--- config.mk ---
export PLATFORM = sky130hd
export DESIGN_NAME = timer_apb_regs
export DESIGN_NICKNAME = d
export VERILOG_FILES = /design/src/rtl/timer_pkg.sv /design/src/rtl/timer_w1c_bit.sv /design/src/rtl/timer_apb_regs.sv
export SDC_FILE = /design/constraint.sdc
export NUM_CORES = 1
export LEC_CHECK = 0
export BUFFER_PORTS_ARGS = -buffer_cell sky130_fd_sc_hd__buf_2
export CAP_MARGIN = 30
export CORE_UTILIZATION = 45
export DETAILED_ROUTE_END_ITERATION = 8
export PLACE_DENSITY = 0.82
export SLEW_MARGIN = 10
export SYNTH_ARGS = -nofsm -noshare
export SYNTH_HDL_FRONTEND = slang
export SYNTH_SLANG_ARGS = --single-unit
--- constraint.sdc ---
create_clock -name cpu_clk -period 4.1 [get_ports cpu_clk]
set_input_delay 0.82 -clock cpu_clk [delete_from_list [all_inputs] [get_ports cpu_clk]]
set_output_delay 0.82 -clock cpu_clk [all_outputs]
set_load 0.05 [all_outputs]
--- src/rtl/timer_pkg.sv ---
// Shared definitions for the timer APB register block: bus widths, register
// addresses, TCR/TSR bit positions, the transfer FSM state enum and the
// TCR field struct with pack/unpack helpers.
package timer_pkg;

  localparam int unsigned DATA_W = 8;
  localparam int unsigned ADDR_W = 8;

  localparam logic [ADDR_W-1:0] ADDR_TDR  = 8'h00;
  localparam logic [ADDR_W-1:0] ADDR_TCR  = 8'h01;
  localparam logic [ADDR_W-1:0] ADDR_TSR  = 8'h02;
  localparam logic [ADDR_W-1:0] ADDR_TCNT = 8'h03;

  localparam int unsigned TCR_LOAD_BIT = 7;
  localparam int unsigned TCR_DIR_BIT  = 5;
  localparam int unsigned TCR_EN_BIT   = 4;
  localparam int unsigned TCR_CKS_LSB  = 0;
  localparam int unsigned CKS_W        = 2;

  localparam int unsigned TSR_OVF_BIT = 0;
  localparam int unsigned TSR_UDF_BIT = 1;
  localparam int unsigned TSR_W       = 2;

  typedef enum logic [1:0] {
    XFER_IDLE = 2'd0,
    XFER_WAIT = 2'd1,
    XFER_DONE = 2'd2
  } xfer_state_t;

  // Storable TCR fields; the load bit is a strobe and is never stored.
  typedef struct packed {
    logic             dir;
    logic             en;
    logic [CKS_W-1:0] cks;
  } tcr_t;

  function automatic logic [DATA_W-1:0] tcr_readback(input tcr_t t);
    logic [DATA_W-1:0] r;
    r = '0;
    r[TCR_DIR_BIT] = t.dir;
    r[TCR_EN_BIT]  = t.en;
    r[TCR_CKS_LSB +: CKS_W] = t.cks;
    return r;
  endfunction

  function automatic tcr_t tcr_from_wdata(input logic [DATA_W-1:0] d);
    tcr_t t;
    t.dir = d[TCR_DIR_BIT];
    t.en  = d[TCR_EN_BIT];
    t.cks = d[TCR_CKS_LSB +: CKS_W];
    return t;
  endfunction

endpackage

--- src/rtl/timer_w1c_bit.sv ---
// Single status flop with write-1-to-clear and set priority.
// Ports: clk, rst_n (async active-low), set (event pulse), clr (W1C strobe),
// q (status bit).
module timer_w1c_bit (
  input  logic clk,
  input  logic rst_n,
  input  logic set,
  input  logic clr,
  output logic q
);

  // An event arriving in the same cycle as a clear must not be lost.
  always_ff @(posedge clk or negedge rst_n) begin
    if (!rst_n) begin
      q <= 1'b0;
    end else if (set) begin
      q <= 1'b1;
    end else if (clr) begin
      q <= 1'b0;
    end
  end

endmodule

--- src/rtl/timer_apb_regs.sv ---
// APB register block for the timer core: TDR reload value, TCR control,
// TSR status (RW1C) and read-only TCNT. Every transfer takes one WAIT cycle
// before pready is raised in DONE.
// Ports: cpu_clk/cpu_rstn clock and async active-low reset; psel, penable,
// pwrite, paddr, pwdata APB request; prdata, pready, pslverr APB response;
// tcnt live counter; ovf_set/udf_set event pulses; tdr, tcr_en, tcr_dir,
// tcr_cks, load_pulse register outputs to the timer core.
module timer_apb_regs
  import timer_pkg::*;
(
  input  logic              cpu_clk,
  input  logic              cpu_rstn,
  input  logic              psel,
  input  logic              penable,
  input  logic              pwrite,
  input  logic [ADDR_W-1:0] paddr,
  input  logic [DATA_W-1:0] pwdata,
  output logic [DATA_W-1:0] prdata,
  output logic              pready,
  output logic              pslverr,
  input  logic [DATA_W-1:0] tcnt,
  input  logic              ovf_set,
  input  logic              udf_set,
  output logic [DATA_W-1:0] tdr,
  output logic              tcr_en,
  output logic              tcr_dir,
  output logic [CKS_W-1:0]  tcr_cks,
  output logic              load_pulse
);

  xfer_state_t       state;
  tcr_t              tcr_q;
  logic [TSR_W-1:0]  tsr_q;

  logic              access_c;
  logic              err_c;
  logic              wr_commit_c;
  logic              tsr_wr_c;
  logic [DATA_W-1:0] rd_data_c;
  logic [TSR_W-1:0]  tsr_set_c;
  logic [TSR_W-1:0]  tsr_clr_c;

  assign access_c = psel & penable;

  // Out-of-map addresses and any write to the read-only counter are errors.
  assign err_c = (paddr > ADDR_TCNT) | (pwrite & (paddr == ADDR_TCNT));

  // Master holds the request through DONE, so live bus values are committed.
  assign wr_commit_c = (state == XFER_DONE) & access_c & pwrite & ~pslverr;
  assign tsr_wr_c    = wr_commit_c & (paddr == ADDR_TSR);

  // Read data mux.
  always_comb begin
    rd_data_c = '0;
    case (paddr)
      ADDR_TDR:  rd_data_c = tdr;
      ADDR_TCR:  rd_data_c = tcr_readback(tcr_q);
      ADDR_TSR:  rd_data_c = DATA_W'(tsr_q);
      ADDR_TCNT: rd_data_c = tcnt;
      default:   rd_data_c = '0;
    endcase
  end

  // Transfer FSM with registered response; response is valid only in DONE.
  always_ff @(posedge cpu_clk or negedge cpu_rstn) begin
    if (!cpu_rstn) begin
      state   <= XFER_IDLE;
      pready  <= 1'b0;
      pslverr <= 1'b0;
      prdata  <= '0;
    end else begin
      pready  <= 1'b0;
      pslverr <= 1'b0;
      prdata  <= '0;
      case (state)
        XFER_IDLE: begin
          if (access_c) state <= XFER_WAIT;
        end
        XFER_WAIT: begin
          if (access_c) begin
            state   <= XFER_DONE;
            pready  <= 1'b1;
            pslverr <= err_c;
            if (!pwrite && !err_c) prdata <= rd_data_c;
          end else begin
            state <= XFER_IDLE;
          end
        end
        XFER_DONE: state <= XFER_IDLE;
        default:   state <= XFER_IDLE;
      endcase
    end
  end

  // TDR/TCR storage and the one-cycle load strobe.
  always_ff @(posedge cpu_clk or negedge cpu_rstn) begin
    if (!cpu_rstn) begin
      tdr        <= '0;
      tcr_q      <= '0;
      load_pulse <= 1'b0;
    end else begin
      load_pulse <= 1'b0;
      if (wr_commit_c && paddr == ADDR_TDR) begin
        tdr <= pwdata;
      end
      if (wr_commit_c && paddr == ADDR_TCR) begin
        tcr_q      <= tcr_from_wdata(pwdata);
        load_pulse <= pwdata[TCR_LOAD_BIT];
      end
    end
  end

  assign tcr_en  = tcr_q.en;
  assign tcr_dir = tcr_q.dir;
  assign tcr_cks = tcr_q.cks;

  // TSR status bits.
  always_comb begin
    tsr_set_c = '0;
    tsr_set_c[TSR_OVF_BIT] = ovf_set;
    tsr_set_c[TSR_UDF_BIT] = udf_set;
  end

  assign tsr_clr_c = {TSR_W{tsr_wr_c}} & pwdata[TSR_W-1:0];

  for (genvar i = 0; i < TSR_W; i++) begin : g_tsr
    timer_w1c_bit u_bit (
      .clk   (cpu_clk),
      .rst_n (cpu_rstn),
      .set   (tsr_set_c[i]),
      .clr   (tsr_clr_c[i]),
      .q     (tsr_q[i])
    );
  end

endmodule

-- Yosys cells after proc, flatten, opt, wreduce, memory -nomap -nowiden
Index checks and enable logic that the tools add are counted.
- order comparisons: 1
- eq/ne operators: 6
- multiplexer cells: 16
- bitwise gates (word level): 9
- reduce and logical (&&, ||, !) cells: 9
- operators with widths (cell ; number):
    8-bit case mux with 4 select lines ; 1
    8-bit two-way mux ; 3
    8-bit by 2-bit equality test with 1-bit output (second input constant) ; 2
    1-bit two-way mux ; 9
    8-bit by 1-bit equality test with 1-bit output (second input constant) ; 1
    8-bit by 2-bit greater-than comparator with 1-bit output (second input constant) ; 1
    8-bit logical NOT ; 1
    1-bit AND ; 6
    2-bit two-way mux ; 2
    2-bit case mux with 2 select lines ; 1
    2-bit nonzero test ; 2
    1-bit logical AND ; 3
    2-bit AND ; 1
    2-bit by 1-bit equality test with 1-bit output (second input constant) ; 1
    2-bit equality test (second input constant) ; 1
    1-bit logical NOT ; 2
    2-bit logical NOT ; 1
    2-bit != test (second input constant) ; 1
    1-bit NOT ; 1
    1-bit OR ; 1
- flip-flop bits (word level): 27
- input bits: 31
- output and inout port bits: 23

-- Longest topological paths before layout
Gate-level depths: netlist (run 1).
- depth after elaboration: 8
- mapped depth: 4

-- By module
A second synthesis (run 1) with hierarchy kept.
- cells, all modules: 88
- area, all modules: 1174.9 µm²
- by module, submodules not included (module ; times used ; cells an instance ; area each (µm²) ; seq. area each (µm²)):
    timer_apb_regs ; 1 ; 82 ; 1102.3 ; 625.6
    timer_w1c_bit ; 2 ; 3 ; 36.3 ; 25.0

-- Least setup slack after synthesis (run 1)
No wires, ideal clock.
- path type: input -> register
- start point: in paddr[0]
- end point: reg tdr[0]
- library setup time: 0.125 ns
- data arrival time: 2.232 ns
- required time: 3.975 ns
- path slack: 1.743 ns
- cell stages on the path: 4
- cell sequence: buf_4 > or4bb_1 > nor4_4 > mux2_2
- longest elaborated chain between the ends: 2
- RTL lines (what ; line ; text):
    start, declared ; timer_apb_regs.sv:16 ; input logic [ADDR_W-1:0] paddr,
    8-bit logical NOT ; timer_apb_regs.sv:103 ; if (wr_commit_c && paddr == ADDR_TDR) begin
    1-bit logical AND ; timer_apb_regs.sv:103 ;
    end signal, assigned ; timer_apb_regs.sv:104 ; tdr <= pwdata;
    end, declared ; timer_apb_regs.sv:24 ; output logic [DATA_W-1:0] tdr,
No other way between the ends.
A chain may end at the register's enable or synchronous reset.

-- Worst setup path after layout (run 1)
- start point: in paddr[2]
- end point: reg tdr[7]
Same word-level chain as after synthesis.

==> results of run 1 <==
[path summary, 6_finish.rpt]
check / end / startpoint / slack [ps] / depth (start not counted)
worst max-delay path: tdr[7] / paddr[2] / 1870 / 4
worst min-delay path: state[0] / cpu_rstn / 470 / 1
worst max register to register: tdr[7] / state[0] / 2230 / 3
worst min register to register: state[0] / state[1] / 500 / 1
max in group asynchronous: g_tsr[1].u_bit.q / cpu_rstn / 3260 / 1
min in group cpu_clk: state[0] / state[1] / 500 / 1
[through the flow]
step / total power, mW / utilization [%]
detailed placement: 0.3159 / 59.55
global route: 0.4442 / 60.66
global placement: 0.3139 / 59.55
finish: 0.4242 / 60.66
floorplan: 0.2915 / -
CTS: 0.4269 / 60.66
[flip-flops by register name (all words and copies together), names as in the netlist]
register and cells:
state 2, g_tsr.u_bit.q 2, prdata 8, pready 1, tcr_dir 1, tdr 8
load_pulse 1, tcr_en 1, tcr_cks 2, pslverr 1
[cell type report]
type,instances,area (sq um),area share (%)
Clock inverter,1,5.005,0.3331
Inverter,4,15.01,0.9992
Timing Repair Buffer,53,265.3,17.65
Clock buffer,3,22.52,1.499
Tap cell,30,37.54,2.498
Sequential cell,27,675.6,44.96
Multi-Input combinational cell,54,481.7,32.06
[worst reg2reg max path, cell delays in order, from the launching register on]
cell and delay, ps:
dfrtp_1 430, nand4bb_1 360, nor4_4 570, mux2_2 410
[cells by family after synthesis]
| group | Yosys count |
|---|---|
| simple gates | 29 |
| compound gates | 9 |
| buf+inv | 7 |
| flops | 27 |
| mux | 16 |
[cells in the mapped netlist (all sizes together)]
cell type | number | share of area [%]
nand2 | 2 | 0.63
nor2b | 2 | 1.1
or4b | 1 | 0.84
nor3 | 1 | 0.42
a21boi | 1 | 0.63
mux2 | 14 | 13
nor4 | 4 | 4.6
buf | 2 | 1.1
nand4b | 1 | 0.74
dfrtp | 27 | 57
clkbuf | 1 | 0.32
or2 | 1 | 0.53
inv | 4 | 1.3
and3 | 1 | 0.53
or4 | 1 | 0.95
and2 | 1 | 0.53
a41oi | 2 | 1.5
or4bb | 1 | 0.95
a22oi | 6 | 3.8
nand4bb | 1 | 0.95
mux4 | 2 | 3.8
nor2 | 10 | 3.2
and4b | 2 | 1.7
[layout by cell type (no fill, tap or decap)]
cell and n:
mux2_2 13, nand4b_1 1, clkinv_2 1, dfrtp_1 27, nor3_1 1, mux4_2 2
inv_1 4, a22oi_1 6, mux2_1 1, clkbuf_4 3, nor2b_1 2, nor4_4 2
nor2_1 10, a21boi_0 1, a41oi_1 2, or4b_1 1, nor4_1 2, or2_2 1
nand4bb_1 1, nand2_1 2, and2_1 1, and4b_1 2, or4bb_1 1, or4_4 1
and3_1 1, buf_2 53
[layer usage]
metal	vias up	GRT usage [%]	routed length, microns
met5	-	0	0
met4	0	10.09	71
met3	8	2.874	126
met2	45	34.38	1374
met1	489	24.60	1062
li1	428	-	-
[power groups by stage]
stage | Clock (mW) | Sequential, mW | Combinational [mW]
floorplan | 0 | 0.276 | 0.0159
global placement | 0 | 0.274 | 0.0403
detailed placement | 0 | 0.274 | 0.0422
CTS | 0.116 | 0.269 | 0.0422
global route | 0.129 | 0.269 | 0.0463
finish | 0.114 | 0.269 | 0.0420
==> flow_metrics.py, run 1 <==
metrics = {
    "pwr": {
        "p_int_uw": 322.5,
        "power_frac_seq_pct": 63.3,
        "p_sw_uw": 101.7,
        "vdd_drop_max_mv": 0.1975,
        "powerDensity_nw_per_um2": 282.3,
        "power.share.clock_pct": 26.8,
        "p_sw_share_pct": 23.98,
        "combPwrFrac_pct": 9.9,
        "leakagePower_nw": 0.8206,
    },
    "floorplan": {
        "dieArea_sq_um": 2851,
        "start_util_pct": 47.98,
        "die_w_microns": 53.40,
        "pin_count": 54,
        "num_rows": 18,
        "core_sq_um": 2477,
        "fp.dieH_microns": 53.40,
    },
    "placed_design": {
        "place_congestion": 0.8608,
        "placed_cell_area_sq_um": 1475,
        "dp.cells": 168,
        "port_buffers": 53,
        "dp_worst_setup_slack_ps": 1516,
        "hpwl_mm": 2.093,
    },
    "cells_and_area": {
        "final_area_sq_um": 1503,
        "area_growth_pct": 26.42,
        "drive_gt1_share_pct": 53.52,
        "antennaDiodeCount": 0,
        "fillers": 198,
        "num-nets-final": 174,
        "final_cells": 172,
    },
    "sta": {
        "period_needed_ps": 2234,
        "setup_viol_count_final": 0,
        "post-route-period-util_pct": 54.48,
        "fin_worst_skew_ps": 3.098,
        "maxSlewHeadroom_pct": 62.36,
        "finalSetupTns_ps": 0,
        "whs_ps": 468.5,
        "fmax_mhz": 447.7,
        "worst_pin_slew_ps": 564.5,
        "rsz0062_at_grt": "false",
        "drv_slew": 0,
        "setup_ws_ps": 1866,
        "hold_viol_final": 0,
    },
    "outcome": {
        "status": "completed",
    },
    "critical_path": {
        "worstPathRequired_ps": 4320,
        "path_cells": "buf_2 -> or4_4 -> nor4_4 -> mux2_2",
        "critical-path-top-delay-family": "simple AND/OR/NAND/NOR gates",
        "crit_fanout": 8,
        "cp-start-kind": "primary input",
        "slowest_stage": "or4_4",
        "cpPeakStageDelay_ps": 580,
        "end_kind": "flip-flop",
        "path_class": "primary input to flip-flop",
        "cp.arrival_ps": 2460,
        "crit_buf_inv": 1,
    },
    "global_route": {
        "grt_overflow": 0,
        "grt_pass1_wl_mm": 4.133,
        "antenna_found_initial": 0,
        "grt_pass1_vias": 952,
        "grt_max_degree": 28,
        "gr-usage-all-layers_pct": 20.24,
    },
    "clock_tree": {
        "cts-root-buf": "clkbuf_4",
        "cts_resized": 0,
        "cts_tree": "done",
        "ctsHoldBuffers": 0,
        "cts_buffers": 3,
        "post_cts_buffers": 0,
        "clk_latency_ps": 320,
        "clkTransAtPathRegs_ps": 140,
        "cts.sinks": 27,
        "cts-htree-levels": 1,
        "cts_buffer_depth": 2,
    },
    "synthesis": {
        "netlist_area_sq_um": 1189,
        "synth_fp_nets": 119,
        "synth-warning-count": 0,
        "synth-compound-area-share_pct": 5.895,
        "ys_ff_latch": 27,
        "ys_types": 26,
        "ys_seq_area_share_pct": 56.84,
        "synthAdderAreaFrac_pct": 0,
        "synth-xor-area-share_pct": 0,
        "syn_inst": 88,
        "synthSimpleGateAreaFrac_pct": 17.58,
        "syn_area_per_cell_sq_um": 13.51,
        "synth_top_family_by_area": "simple AND/OR/NAND/NOR gates",
        "muxShareOfSynthArea_pct": 17.05,
    },
    "detailed_routing": {
        "first_iter_violations": 16,
        "ant_nets": 0,
        "vias": 970,
        "wl_per_cell_microns": 15.31,
        "drc": 0,
        "dr.pass1.iters": 4,
        "vias_per_cell": 5.640,
        "drt_wl_total_mm": 2.634,
    },
    "hold_path": {
        "hold_path.class": "primary input to asynchronous set/reset pin",
    },
    "job": {
        "drv_cap": 0,
    },
}
Note: power is estimated with default switching activity, not from simulation.
==> run 2: changes to the inputs <==
- clock period: 4.1 -> 2.2 ns (I/O delays scaled with it)
==> run 2 against run 1 <==
Compared with the run above:
- critical path depth unchanged
- power is 86% higher
- clock power increased by 84%
- clock skew shrank 2.1 ps
- flip-flop and latch count unchanged
- wire length down 3.3%
- utilization rose by 0.56 points
- via count decreased by 4.5%
- cell count rose by 1.2%
- design area increased by 0.92%
- largest cell class unchanged
==> flow_metrics.py, run 2 (synthesized netlist as in run 1, its figures left out) <==
metrics = {
    "floorplan": {
        "fp.dieH_microns": 53.40,
        "core_sq_um": 2477,
        "pin_count": 54,
        "die_w_microns": 53.40,
        "dieArea_sq_um": 2851,
        "num_rows": 18,
        "start_util_pct": 47.98,
    },
    "detailed_routing": {
        "dr.pass1.iters": 4,
        "ant_nets": 0,
        "drc": 0,
        "vias": 926,
        "first_iter_violations": 18,
        "wl_per_cell_microns": 14.63,
        "vias_per_cell": 5.322,
        "drt_wl_total_mm": 2.546,
    },
    "sta": {
        "period_needed_ps": 1726,
        "finalSetupTns_ps": 0,
        "fin_worst_skew_ps": 1.006,
        "drv_slew": 0,
        "rsz0062_at_grt": "false",
        "worst_pin_slew_ps": 577.4,
        "setup_viol_count_final": 0,
        "hold_viol_final": 0,
        "whs_ps": 95.17,
        "post-route-period-util_pct": 78.45,
        "fmax_mhz": 579.4,
        "maxSlewHeadroom_pct": 61.51,
    },
    "global_route": {
        "grt_overflow": 0,
        "grt_max_degree": 28,
        "grt_pass1_wl_mm": 4.022,
        "antenna_found_initial": 0,
        "gr-usage-all-layers_pct": 20.19,
        "grt_pass1_vias": 865,
    },
    "cells_and_area": {
        "num-nets-final": 176,
        "area_growth_pct": 27.58,
        "drive_gt1_share_pct": 53.47,
        "antennaDiodeCount": 0,
        "final_cells": 174,
        "final_core_util_pct": 61.21,
        "final_cell_mix": "53 x buf_2, 27 x dfrtp_1, 13 x mux2_2",
        "mostFrequentLayoutCell": "buf_2",
        "reg.largest.list": "prdata x8, tdr x8",
    },
    "placed_design": {
        "place_congestion": 0.9385,
        "dp.cells": 170,
        "hpwl_mm": 2.036,
        "port_buffers": 53,
    },
    "pwr": {
        "leakagePower_nw": 0.8282,
        "power.share.clock_pct": 26.6,
        "vdd_drop_max_mv": 0.3906,
        "design_power_total_uw": 790.3,
        "p_sw_share_pct": 23.46,
        "combPwrFrac_pct": 10.0,
        "p_int_uw": 604.9,
        "powerDensity_nw_per_um2": 521.2,
        "power_frac_seq_pct": 63.4,
        "p_sw_uw": 185.4,
    },
    "outcome": {
        "status": "completed",
    },
    "critical_path": {
        "reg2reg_from": "state[0]",
        "crit_fanout": 8,
        "r2r_end": "tdr[5]",
        "end_kind": "flip-flop",
        "path_class": "flip-flop to flip-flop",
        "cp-start-kind": "flip-flop",
        "worstPathRequired_ps": 2420,
        "rr_worst_depth": 4,
        "cp.arrival_ps": 1950,
        "rrSetupSlack_ps": 470,
    },
    "clock_tree": {
        "cts-htree-levels": 1,
        "clkTransAtPathRegs_ps": 140,
        "cts_tree": "done",
        "cts-root-buf": "clkbuf_4",
        "cts.sinks": 27,
        "cts_resized": 0,
        "post_cts_buffers": 0,
        "cts_buffer_depth": 2,
        "ctsHoldBuffers": 0,
        "clk_latency_ps": 320,
        "cts_buffers": 3,
    },
    "job": {
        "drv_cap": 0,
    },
    "hold_path": {
        "hold_path.class": "primary input to asynchronous set/reset pin",
    },
}
run 2: layer usage:
metal	vias up	global-route usage (%)	wire (microns)
met1	452	25.09	1029
met4	0	11.40	55
met2	31	32.50	1326
li1	437	-	-
met5	-	0	0
met3	6	3.736	135
run 2: layout make-up:
class	count	area, sq um
Fill cell	199	960.9
Sequential cell	27	675.6
Multi-Input combinational cell	54	481.7
Timing Repair Buffer	55	280.3
Tap cell	30	37.54
Clock buffer	4	26.28
Inverter	4	15.01
run 2: how the worst max path moves through the flow:
stage / from / endpoint / slack, ps / cells past startpoint
after floorplan: paddr[0] / tdr[0] / 220 / 4
after global placement: paddr[2] / tdr[2] / 170 / 5
after detailed placement: paddr[2] / tdr[5] / 150 / 5
after CTS: state[0] / tdr[5] / 480 / 4
after global routing: state[0] / tdr[2] / 370 / 4
final: state[0] / tdr[5] / 470 / 4
run 2: worst max-delay path, stage by stage, from the launching register on:
cell and delay (ps):
dfrtp_1 430, nand4bb_1 360, nor4_4 280, buf_4 210, mux2_2 350
run 2: power by group through the flow:
stage | clock (mW) | sequential [mW] | combinational, mW
after floorplan | 0 | 0.514 | 0.0296
after detailed placement | 0 | 0.510 | 0.0790
after global routing | 0.237 | 0.501 | 0.0871
final | 0.210 | 0.501 | 0.0793
after global placement | 0 | 0.510 | 0.0763
after CTS | 0.211 | 0.501 | 0.0792
run 2: through the flow:
step,setup WS (ps),area (sq um)
after floorplan,222.9,1189
final,474.1,1516
after detailed placement,151.6,1490
after global routing,372.8,1516
after global placement,167.3,1490
after CTS,485.0,1516
